## config.mk

```make
export PLATFORM = sky130hd
export DESIGN_NAME = kbd_ps2_ctrl
export DESIGN_NICKNAME = d
export VERILOG_FILES = /design/src/rtl/kbd_pkg.sv /design/src/rtl/kbd_fifo.sv /design/src/rtl/kbd_ps2_ctrl.sv
export SDC_FILE = /design/constraint.sdc
export NUM_CORES = 1
export LEC_CHECK = 0
export ABC_CLOCK_PERIOD_IN_PS = 3080
export BUFFER_PORTS_ARGS = -buffer_cell sky130_fd_sc_hd__buf_2
export CAP_MARGIN = 5
export CORE_ASPECT_RATIO = 1.2
export CORE_MARGIN = 3
export CORE_UTILIZATION = 54
export DETAILED_ROUTE_END_ITERATION = 10
export GPL_ROUTABILITY_DRIVEN = 0
export PLACE_DENSITY = 0.73
export SYNTH_ARGS = -nofsm -noshare
export SYNTH_HDL_FRONTEND = slang
export SYNTH_SLANG_ARGS = --single-unit
```

## constraint.sdc

```tcl
create_clock -name i_clk -period 3.08 [get_ports i_clk]
set_input_delay 0.154 -clock i_clk [delete_from_list [all_inputs] [get_ports i_clk]]
set_output_delay 0.154 -clock i_clk [all_outputs]
set_load 0.05 [all_outputs]
```

## src/rtl/kbd_pkg.sv

```systemverilog
// -----------------------------------------------------------------------------
// kbd_pkg
// Shared definitions for the PS/2 keyboard receiver:
//   - receive FSM state encoding
//   - PS/2 frame length and frame-check helper
//   - bit positions of the data and status read words
//   - keyboard region nibble of the CPU data address (dmem_addr[29:26])
// -----------------------------------------------------------------------------
package kbd_pkg;

    typedef enum logic [1:0] {
        ST_IDLE  = 2'd0,
        ST_RECV  = 2'd1,
        ST_CHECK = 2'd2
    } kbd_state_t;

    // Start + 8 data + parity + stop.
    localparam int FRAME_LEN = 11;

    // Bits captured after the start bit (data, parity, stop).
    localparam int FRAME_TAIL_BITS = FRAME_LEN - 1;

    // dmem_addr[29:26] value that selects the keyboard region.
    localparam logic [3:0] KBD_REGION = 4'he;

    // Data word: {23'b0, valid, byte}.
    localparam int DATA_VALID_BIT = 8;

    // Status word layout.
    localparam int STAT_EMPTY_BIT = 0;
    localparam int STAT_FULL_BIT  = 1;
    localparam int STAT_OVF_BIT   = 2;
    localparam int STAT_TMO_BIT   = 3;
    localparam int STAT_COUNT_LSB = 8;
    localparam int STAT_PERR_LSB  = 16;

    // tail = {stop, parity, d7..d0}. A frame is good when the stop bit is 1
    // and data plus parity hold an odd number of ones.
    function automatic logic frame_ok(input logic [FRAME_TAIL_BITS-1:0] tail);
        return tail[FRAME_TAIL_BITS-1] & (^tail[FRAME_TAIL_BITS-2:0]);
    endfunction

endpackage

```

## src/rtl/kbd_fifo.sv

```systemverilog
// -----------------------------------------------------------------------------
// kbd_fifo
// Synchronous scancode FIFO with a combinational head.
//   i_clk          clock
//   i_rst          synchronous active-low reset (pointers and count only)
//   i_push         write i_wdata; accepted when not full, or when full and a
//                  pop happens in the same cycle
//   i_pop          remove the head entry; ignored when empty
//   i_wdata        byte to write
//   o_head         entry at the read pointer (undefined content when empty)
//   o_count        number of stored entries
//   o_count_next   value o_count takes at the next edge
//   o_full/o_empty occupancy flags
// DEPTH must be a power of 2 and at least 2 so pointers wrap naturally.
// -----------------------------------------------------------------------------
module kbd_fifo #(
    parameter int DEPTH = 8
) (
    input  logic                    i_clk,
    input  logic                    i_rst,
    input  logic                    i_push,
    input  logic                    i_pop,
    input  logic [7:0]              i_wdata,
    output logic [7:0]              o_head,
    output logic [$clog2(DEPTH):0]  o_count,
    output logic [$clog2(DEPTH):0]  o_count_next,
    output logic                    o_full,
    output logic                    o_empty
);

    localparam int PW = $clog2(DEPTH);
    localparam int CW = PW + 1;

    logic [7:0]    r_mem [DEPTH];
    logic [PW-1:0] r_wr_ptr;
    logic [PW-1:0] r_rd_ptr;
    logic [CW-1:0] r_count;

    logic w_do_push;
    logic w_do_pop;

    assign o_empty  = (r_count == '0);
    assign o_full   = (r_count == CW'(DEPTH));
    assign o_count  = r_count;
    assign o_head   = r_mem[r_rd_ptr];

    // When full, the write slot equals the read slot; the head is consumed
    // combinationally this cycle, so overwriting it at the edge is safe.
    assign w_do_pop  = i_pop & ~o_empty;
    assign w_do_push = i_push & (~o_full | w_do_pop);

    always_comb begin
        o_count_next = r_count;
        if (w_do_push && !w_do_pop) begin
            o_count_next = r_count + CW'(1);
        end else if (w_do_pop && !w_do_push) begin
            o_count_next = r_count - CW'(1);
        end
    end

    // Storage carries data only and is left out of reset.
    always_ff @(posedge i_clk) begin
        if (w_do_push) begin
            r_mem[r_wr_ptr] <= i_wdata;
        end
    end

    always_ff @(posedge i_clk) begin
        if (!i_rst) begin
            r_wr_ptr <= '0;
            r_rd_ptr <= '0;
            r_count  <= '0;
        end else begin
            if (w_do_push) begin
                r_wr_ptr <= r_wr_ptr + PW'(1);
            end
            if (w_do_pop) begin
                r_rd_ptr <= r_rd_ptr + PW'(1);
            end
            r_count <= o_count_next;
        end
    end

endmodule

```

## src/rtl/kbd_ps2_ctrl.sv

```systemverilog
// -----------------------------------------------------------------------------
// kbd_ps2_ctrl
// PS/2 keyboard receiver for the memory-mapped keyboard region of the CPU
// data interface. Deframes 11-bit PS/2 frames, buffers good scancodes in a
// FIFO and presents either the FIFO head or a status word combinationally.
//   i_clk        pipeline clock (single domain)
//   i_rst        synchronous active-low reset
//   i_ps2_clk    raw PS/2 clock (asynchronous)
//   i_ps2_data   raw PS/2 data (asynchronous)
//   i_rd_en      data read to the keyboard region
//   i_stall_in   pipeline stall; read side effects suppressed while high
//   i_addr_sel   0: data word, 1: status word
//   o_data_out   data word  {23'b0, ~empty, head_byte (00 when empty)}
//                status word{8'b0, perr_cnt, count, 4'b0, tmo, ovf, full, empty}
//   o_irq        registered, high while the FIFO holds data
// -----------------------------------------------------------------------------
module kbd_ps2_ctrl #(
    parameter int FIFO_DEPTH     = 8,
    parameter int TIMEOUT_CYCLES = 50000,
    parameter int SYNC_STAGES    = 2
) (
    input  logic        i_clk,
    input  logic        i_rst,
    input  logic        i_ps2_clk,
    input  logic        i_ps2_data,
    input  logic        i_rd_en,
    input  logic        i_stall_in,
    input  logic        i_addr_sel,
    output logic [31:0] o_data_out,
    output logic        o_irq
);

    import kbd_pkg::*;

    localparam int CW = $clog2(FIFO_DEPTH) + 1;
    localparam int TW = (TIMEOUT_CYCLES > 2) ? $clog2(TIMEOUT_CYCLES) : 1;
    localparam logic [TW-1:0] TMO_LAST = TW'(TIMEOUT_CYCLES - 1);
    localparam logic [3:0]    LAST_BIT = 4'(FRAME_TAIL_BITS - 1);

    function automatic logic [7:0] sat_inc8(input logic [7:0] v);
        return (v == 8'hFF) ? 8'hFF : v + 8'd1;
    endfunction

    // Synchronizers and edge detect
    logic [SYNC_STAGES-1:0] r_clk_sync;
    logic [SYNC_STAGES-1:0] r_dat_sync;
    logic                   r_clk_prev;
    logic                   w_clk_s;
    logic                   w_dat_s;
    logic                   w_fall;

    // Receive FSM
    kbd_state_t                r_state;
    logic [3:0]                r_bit_cnt;
    logic [FRAME_TAIL_BITS-1:0] r_shift;
    logic [TW-1:0]             r_tmo_cnt;

    // FIFO and status
    logic          w_push;
    logic          w_pop;
    logic          w_perr_evt;
    logic          w_tmo_evt;
    logic          w_ovf_evt;
    logic          w_status_rd;
    logic [7:0]    w_head;
    logic [CW-1:0] w_count;
    logic [CW-1:0] w_count_next;
    logic          w_full;
    logic          w_empty;
    logic [7:0]    r_perr_cnt;
    logic          r_ovf;
    logic          r_tmo;
    logic          r_irq;
    logic [31:0]   w_status;

    // ---- stage: line synchronizers ----
    always_ff @(posedge i_clk) begin
        if (!i_rst) begin
            r_clk_sync <= '1;
            r_dat_sync <= '1;
            r_clk_prev <= 1'b1;
        end else begin
            r_clk_sync[0] <= i_ps2_clk;
            r_dat_sync[0] <= i_ps2_data;
            for (int i = 1; i < SYNC_STAGES; i++) begin
                r_clk_sync[i] <= r_clk_sync[i-1];
                r_dat_sync[i] <= r_dat_sync[i-1];
            end
            r_clk_prev <= w_clk_s;
        end
    end

    assign w_clk_s = r_clk_sync[SYNC_STAGES-1];
    assign w_dat_s = r_dat_sync[SYNC_STAGES-1];
    assign w_fall  = r_clk_prev & ~w_clk_s;

    // ---- stage: frame deserializer ----
    always_ff @(posedge i_clk) begin
        if (!i_rst) begin
            r_state   <= ST_IDLE;
            r_bit_cnt <= '0;
            r_shift   <= '0;
            r_tmo_cnt <= '0;
        end else begin
            case (r_state)
                ST_IDLE: begin
                    if (w_fall && !w_dat_s) begin
                        r_state   <= ST_RECV;
                        r_bit_cnt <= '0;
                        r_tmo_cnt <= '0;
                    end
                end
                ST_RECV: begin
                    if (w_fall) begin
                        // LSB-first: after the stop bit the register holds
                        // {stop, parity, d7..d0}.
                        r_shift   <= {w_dat_s, r_shift[FRAME_TAIL_BITS-1:1]};
                        r_tmo_cnt <= '0;
                        if (r_bit_cnt == LAST_BIT) begin
                            r_state <= ST_CHECK;
                        end else begin
                            r_bit_cnt <= r_bit_cnt + 4'd1;
                        end
                    end else if (r_tmo_cnt == TMO_LAST) begin
                        r_state <= ST_IDLE;
                    end else begin
                        r_tmo_cnt <= r_tmo_cnt + TW'(1);
                    end
                end
                ST_CHECK: begin
                    r_state <= ST_IDLE;
                end
                default: begin
                    r_state <= ST_IDLE;
                end
            endcase
        end
    end

    assign w_push     = (r_state == ST_CHECK) &  frame_ok(r_shift);
    assign w_perr_evt = (r_state == ST_CHECK) & ~frame_ok(r_shift);
    assign w_tmo_evt  = (r_state == ST_RECV) & ~w_fall & (r_tmo_cnt == TMO_LAST);

    // ---- stage: scancode buffer ----
    assign w_pop       = i_rd_en & ~i_stall_in & ~i_addr_sel & ~w_empty;
    assign w_status_rd = i_rd_en & ~i_stall_in &  i_addr_sel;
    assign w_ovf_evt   = w_push & w_full & ~w_pop;

    kbd_fifo #(
        .DEPTH (FIFO_DEPTH)
    ) u_fifo (
        .i_clk        (i_clk),
        .i_rst        (i_rst),
        .i_push       (w_push),
        .i_pop        (w_pop),
        .i_wdata      (r_shift[7:0]),
        .o_head       (w_head),
        .o_count      (w_count),
        .o_count_next (w_count_next),
        .o_full       (w_full),
        .o_empty      (w_empty)
    );

    // ---- stage: status flags and interrupt ----
    // A status read clears the flags, but an event landing in the same
    // cycle takes priority so it is never lost.
    always_ff @(posedge i_clk) begin
        if (!i_rst) begin
            r_perr_cnt <= '0;
            r_ovf      <= 1'b0;
            r_tmo      <= 1'b0;
            r_irq      <= 1'b0;
        end else begin
            if (w_perr_evt) begin
                r_perr_cnt <= w_status_rd ? 8'd1 : sat_inc8(r_perr_cnt);
            end else if (w_status_rd) begin
                r_perr_cnt <= '0;
            end

            if (w_ovf_evt) begin
                r_ovf <= 1'b1;
            end else if (w_status_rd) begin
                r_ovf <= 1'b0;
            end

            if (w_tmo_evt) begin
                r_tmo <= 1'b1;
            end else if (w_status_rd) begin
                r_tmo <= 1'b0;
            end

            r_irq <= (w_count_next != '0);
        end
    end

    assign o_irq = r_irq;

    // ---- stage: read data mux ----
    always_comb begin
        w_status                               = '0;
        w_status[STAT_EMPTY_BIT]               = w_empty;
        w_status[STAT_FULL_BIT]                = w_full;
        w_status[STAT_OVF_BIT]                 = r_ovf;
        w_status[STAT_TMO_BIT]                 = r_tmo;
        w_status[STAT_COUNT_LSB +: 8]          = 8'(w_count);
        w_status[STAT_PERR_LSB +: 8]           = r_perr_cnt;

        if (i_addr_sel) begin
            o_data_out = w_status;
        end else begin
            o_data_out                 = '0;
            o_data_out[DATA_VALID_BIT] = ~w_empty;
            o_data_out[7:0]            = w_empty ? 8'h00 : w_head;
        end
    end

endmodule

```

# Yosys cells after proc, flatten, opt, wreduce, memory -nomap -nowiden
# Memory sizes are Yosys's and may differ from the RTL's. A register that Yosys moved wholly into a read port is not among the register bits.
# Cells that the tools add are included.
[word_totals]
latchBits = 0
input_bits = 7
romBits = 0
ramBits = 64
output_inout_bits = 33
elab_cells = 103
ff_bits = 58
n_memories = 1
[memory_table]
columns = ["memory", "words", "word_bits", "read_ports", "rd_ports_with_merged_regs", "write_ports", "line", "source"]
rows = [
  ["u_fifo.r_mem", 8, 8, 1, 1, 1, "kbd_fifo.sv:34", "logic [7:0] r_mem [DEPTH];"],
]
[classes]
n_addsub = 7
n_bitwise = 23
n_shift = 0
eq_ne = 12
order_cmp = 0
multipliers = 0
mux = 28
div = 0
reduce_logical = 18
[ops]
columns = ["operator", "count"]
rows = [
  ["16-bit 2-to-1 mux", 3],
  ["8-bit 2-to-1 mux", 5],
  ["16-bit one-hot mux with 2 select lines", 1],
  ["24-bit 2-to-1 mux", 1],
  ["4-bit 2-to-1 mux", 5],
  ["16-bit by 1-bit adder with 16-bit output, second input constant", 1],
  ["16-bit == test, second input constant", 1],
  ["1-bit AND", 14],
  ["3-bit != test, second input constant", 3],
  ["9-bit XOR reduction", 1],
  ["4-bit by 1-bit adder with 4-bit output, second input constant", 2],
  ["8-bit by 1-bit adder with 8-bit output, second input constant", 1],
  ["4-bit == test, second input constant", 2],
  ["8-bit == test, second input constant", 1],
  ["2-bit 2-to-1 mux", 4],
  ["1-bit inverter", 8],
  ["4-bit one-hot mux with 2 select lines", 1],
  ["2-bit nonzero test", 4],
  ["3-bit by 1-bit adder with 3-bit output, second input constant", 2],
  ["3-bit 2-to-1 mux", 2],
  ["2-bit != test, second input constant", 3],
  ["3-bit AND reduction", 2],
  ["1-bit 2-to-1 mux", 5],
  ["4-bit logical NOT", 1],
  ["other kinds (11)", 15],
]

# Depth between registers and ports, before layout
[depth]
depth_word = 12
ltp_mapped = 10
depth_no_buf = 9

# By module
# Synthesis repeated with hierarchy kept, for this count alone.
[unflattened]
hier_cells = 502
area_unflattened_um2 = 5763.0
[modules_own_cells]
columns = ["module", "area_each_um2", "n_inst", "seq_area_each_um2", "cells_each"]
rows = [
  ["kbd_fifo", 3179.3, 1, 2182.1, 192],
  ["kbd_ps2_ctrl", 2583.7, 1, 960.9, 310],
]

# Worst setup path before layout
# No wires, ideal clock.
[synth_path]
path_kind = "register to register"
startpoint = "register r_shift[4]"
endpoint = "memory u_fifo.r_mem[0][0], enable pin"
period_less_slack_ns = 3.008
stages_incl_launch_ff = 7
required_time_ns = 2.685
n_path_buf = 0
slack_ns = 0.072
setup_time_ns = 0.395
arrival_time_ns = 2.613
path_cell_list = "dfxtp_1 > xor2_1 > xnor3_2 > xnor2_2 > nand2_1 > or3_1 > nor4_1"
[synth_between]
elab_chain_cells = 6
[synth_lines]
columns = ["item", "line", "source"]
rows = [
  ["start, declared", "kbd_ps2_ctrl.sv:55", "logic [FRAME_TAIL_BITS-1:0] r_shift;"],
  ["start signal, assigned", "kbd_ps2_ctrl.sv:117", "r_shift <= {w_dat_s, r_shift[FRAME_TAIL_BITS-1:1]};"],
  ["9-bit XOR reduction", "kbd_pkg.sv:40", "return tail[FRAME_TAIL_BITS-1] & (^tail[FRAME_TAIL_BITS-2:0]);"],
  ["1-bit AND", "kbd_pkg.sv:40", ""],
  ["1-bit AND", "kbd_ps2_ctrl.sv:140", "assign w_push = (r_state == ST_CHECK) & frame_ok(r_shift);"],
  ["1-bit AND", "kbd_fifo.sv:50", "assign w_do_push = i_push & (~o_full | w_do_pop);"],
  ["1-bit 2-to-1 mux", "kbd_fifo.sv:63", "if (w_do_push) begin"],
  ["1-bit 2-to-1 mux (implied by the code)", "kbd_fifo.sv:64", "r_mem[r_wr_ptr] <= i_wdata;"],
  ["end, declared", "kbd_fifo.sv:34", ""],
]
# No other way between the ends.

# Final worst setup path
[layout_path]
startpoint = "register r_shift[4]"
endpoint = "memory u_fifo.r_mem[4][6], enable pin"
# The elaborated chain is that of the path after synthesis.

==> results.sh <==
export IMPL_clk_pin_slew_ps=60
export IMPL_arrival_ps=2830
export IMPL_ys_ff_latch=125
export IMPL_io_pins=40
export IMPL_cts_tree="done"
export IMPL_cts_made_buffers=17
export IMPL_worstHoldStart="i_rst"
export IMPL_seqPwrFrac=0.464
export IMPL_switching_power_uw=747
export IMPL_start_kind="flip-flop"
export IMPL_drive_gt1_frac=0.200
export IMPL_cp_slowest_stage_delay_ps=520
export IMPL_io_buffers=27
export IMPL_ant_nets=0
export IMPL_setup_viol=0
export IMPL_clockPowerShare=0.516
export IMPL_routedWlPerCell_um=15.6
export IMPL_slew_headroom=0.428
export IMPL_p_leak_nw=2.40
export IMPL_setup_ws_ps=364
export IMPL_grt_pass1_wl_um=16700
export IMPL_die_h_um=117
export IMPL_syn_inst=464
export IMPL_synth_area_leaders="edfxtp_1, dfxtp_1, mux4_2, nand2_1, mux2i_1"
export IMPL_post_route_drc_count=0
export IMPL_timing_rr_start="r_shift[4]$_SDFFE_PN0P_"
export IMPL_cts_max_path_buffers=2
export IMPL_swShare=0.199
export IMPL_synth_edf_count=64
export IMPL_netlist_area_um2=5540
export IMPL_fmax_mhz=368
export IMPL_dpl_instance_area_um2=5840
export IMPL_drt_iter0_drc=173
export IMPL_min_path_type="input pin to flip-flop"
export IMPL_antenna_found_initial=0
export IMPL_synth_warnings=0
export IMPL_p_per_area_nw_per_um2=581
export IMPL_fin_nets=526
export IMPL_clkLatencyLatePin_ps=410
export IMPL_tightestPinTransition_ps=855
export IMPL_finalMaxSlewViolations=0
export IMPL_reg2reg_to="u_fifo.r_mem[4][6]$_DFFE_PP_"
export IMPL_multi_input_area_um2=2240
export IMPL_dp_hpwl_um=6910
export IMPL_synth_top_cell_by_area="edfxtp_1"
export IMPL_drt_total_wl_um=10100
export IMPL_area_delta_synth_final_pct=16.3
export IMPL_clock_sinks=125
export IMPL_holdWs_ps=60.2
export IMPL_regArea_um2=3140
export IMPL_max_cap_viol_count=0
export IMPL_p_int_mw=3.00
export IMPL_start_util=0.568
export IMPL_skew_ps=5.89
export IMPL_overflow=0
export IMPL_final_cell_area_um2=6450
export IMPL_fin_tns_setup_ps=0
export IMPL_crit_start="r_shift[4]$_SDFFE_PN0P_"
export IMPL_path_cells="xor2_1 -> xnor3_2 -> xnor2_2 -> nand2_1 -> or3_1 -> nor3_1 -> buf_4"
export IMPL_via_count=3509
export IMPL_hold_depth=3
export IMPL_syn_area_per_cell_um2=11.9
export IMPL_irDropWorstVdd_mv=0.428
export IMPL_combPwrFrac=0.020
export IMPL_grt_use_total=0.189
export IMPL_cp_depth=7
export IMPL_synth_seq_area_share=0.567
export IMPL_hold_end="r_bit_cnt[3]$_SDFFE_PN0P_"
export IMPL_finalCritPeriodShare=0.882
export IMPL_async_reset_ff_frac=0
export IMPL_ys_types=59
export IMPL_rsz0062_at_grt="false"
export IMPL_post_route_min_period_ps=2720
export IMPL_cp_end_kind="flip-flop"
export IMPL_dieArea_um2=11500
export IMPL_power_mw=3.75
export IMPL_status="finished, final reports clean"
export IMPL_cp_max_fo=11
export IMPL_ys_flop_type="edfxtp_1"
export IMPL_drtPass1Iterations=4
export IMPL_cts_resized=0
export IMPL_die_width_um=98.5
export IMPL_crit_slowest_cell="dfxtp_1"
export IMPL_synth_top_area_frac=0.347
export IMPL_path_delay_family="XOR/XNOR gates"
export IMPL_n_antenna_cell=0
export IMPL_final_common_cell="edfxtp_1"
export IMPL_critPathBufInv=1
export IMPL_vias_per_cell=5.42
export IMPL_coreArea_um2=9760
export IMPL_worstSetupPathType="flip-flop to flip-flop"
export IMPL_pre_cts_ws_ps=378
export IMPL_required_ps=3200
export IMPL_cts_setup_buffers=0
export IMPL_final_cell_mix="edfxtp_1, dfxtp_1, nand2_1, nor2_1, buf_2"
export IMPL_r2r_cells=7
export IMPL_cts_root_buf="clkbuf_16"
export IMPL_rrSetupSlack_ps=360
export IMPL_htreeDepth=4
export IMPL_rows=39
export IMPL_grt_start_max_net_pins=43
export IMPL_grt_pass1_vias=3439
export IMPL_final_fill_count=749
export IMPL_finalHoldViolCount=0
worst max-delay path by stage:
stage,slack (ps),endpoint
finish,360,u_fifo.r_mem[4][6]$_DFFE_PP_
global placement,490,u_fifo.r_mem[4][7]$_DFFE_PP_
global route,170,u_fifo.r_mem[4][6]$_DFFE_PP_
detailed placement,380,u_fifo.r_mem[5][5]$_DFFE_PP_
CTS,360,u_fifo.r_mem[5][7]$_DFFE_PP_
floorplan,70,u_fifo.r_mem[0][0]$_DFFE_PP_
registers in the layout (all words and copies together), names as in the netlist, named ones only:
| signal | flops |
|---|---|
| r_clk_sync | 2 |
| r_tmo_cnt | 16 |
| r_shift | 10 |
| u_fifo.r_rd_ptr | 3 |
| r_dat_sync | 2 |
| o_irq | 1 |
| r_ovf | 1 |
| r_perr_cnt | 8 |
| u_fifo.o_count | 4 |
| u_fifo.r_wr_ptr | 3 |
| r_state | 2 |
| r_tmo | 1 |
| u_fifo.r_mem | 64 |
| r_clk_prev | 1 |
| r_bit_cnt | 4 |
kinds of logic (layout without fill, tap and decap cells):
group                    after synthesis  count (layout)  synth area share
flip-flops                           125             125             0.567
other                                  1              12          0.000676
adder cells (fa/ha/maj)                8               8            0.0181
buffers and inverters                 40              89            0.0370
XOR/XNOR                              26              26            0.0485
AND/OR/NAND/NOR                      183             183             0.171
multiplexers                          33              33            0.0957
AO/OA/AOI/OAI                         48              48            0.0623
metrics by stage:
stage                util  std cells
CTS                 0.661        647
global placement    0.599        613
floorplan               -        475
finish              0.661        647
detailed placement  0.599        613
global route        0.661        647
power groups by stage:
stage          Sequential, mW  Combinational (mW)  Clock (mW)
2_1_floorplan            1.77              0.0728           0
3_3_place_gp             1.77              0.0730           0
3_5_place_dp             1.77              0.0743           0
4_1_cts                  1.74              0.0763        1.96
5_1_grt                  1.74              0.0826        2.04
6_report                 1.74              0.0761        1.93
tightest hold or removal path: cells and delay by family:
family	cells	cell delay, ps
compound gates	1	100
buf+inv	1	110
simple gates	1	60
synthesized netlist by cell type, types with 2 or more instances:
cell type   n
nand3_1     8
dfxtp_1    61
o211a_1     2
a21boi_0   12
edfxtp_1   64
nor3b_1     3
mux2i_1    17
and3_1      9
nor2_1     41
a32o_1      2
nand4_1     4
and2_1     20
nor2b_1     7
a21oi_1    11
clkbuf_1   14
inv_1      10
xnor2_1     7
o21ai_0     6
nor4_1      2
nor3_1      9
a22oi_1     2
xor2_1     16
and4_1      4
nand2_1    48
a31oi_1     2
ha_1        8
nor3_2      2
nor4b_1     2
a311oi_1    2
nand3b_1    2
mux4_2     16
nand2b_1   13
buf_4      12
per-layer routing:
layer	track usage	share of wire	vias up	wire length [um]
li1	-	-	1733	-
met1	0.229	0.43	1687	4310
met2	0.327	0.51	72	5210
met3	0.0427	0.042	17	422
met4	0.0811	0.018	0	186
met5	0	0	-	0
timing repair:
| item | in CTS | in global routing |
|---|---|---|
| endpoints found under the hold margin | 2 | 0 |
| setup endpoints to repair | 0 | 0 |
| hold buffers | 2 | 0 |
area by class of cell:
| type | instances | share of cell area |
|---|---|---|
| well taps | 123 | 0.0239 |
| clock inverters | 11 | 0.0180 |
| repair buffers | 47 | 0.0450 |
| clock buffers | 21 | 0.0730 |
| multi-input cells | 310 | 0.347 |
| inverters | 10 | 0.00582 |
| flip-flops and latches | 125 | 0.487 |
No activity file was read; power rests on OpenSTA's default activity.
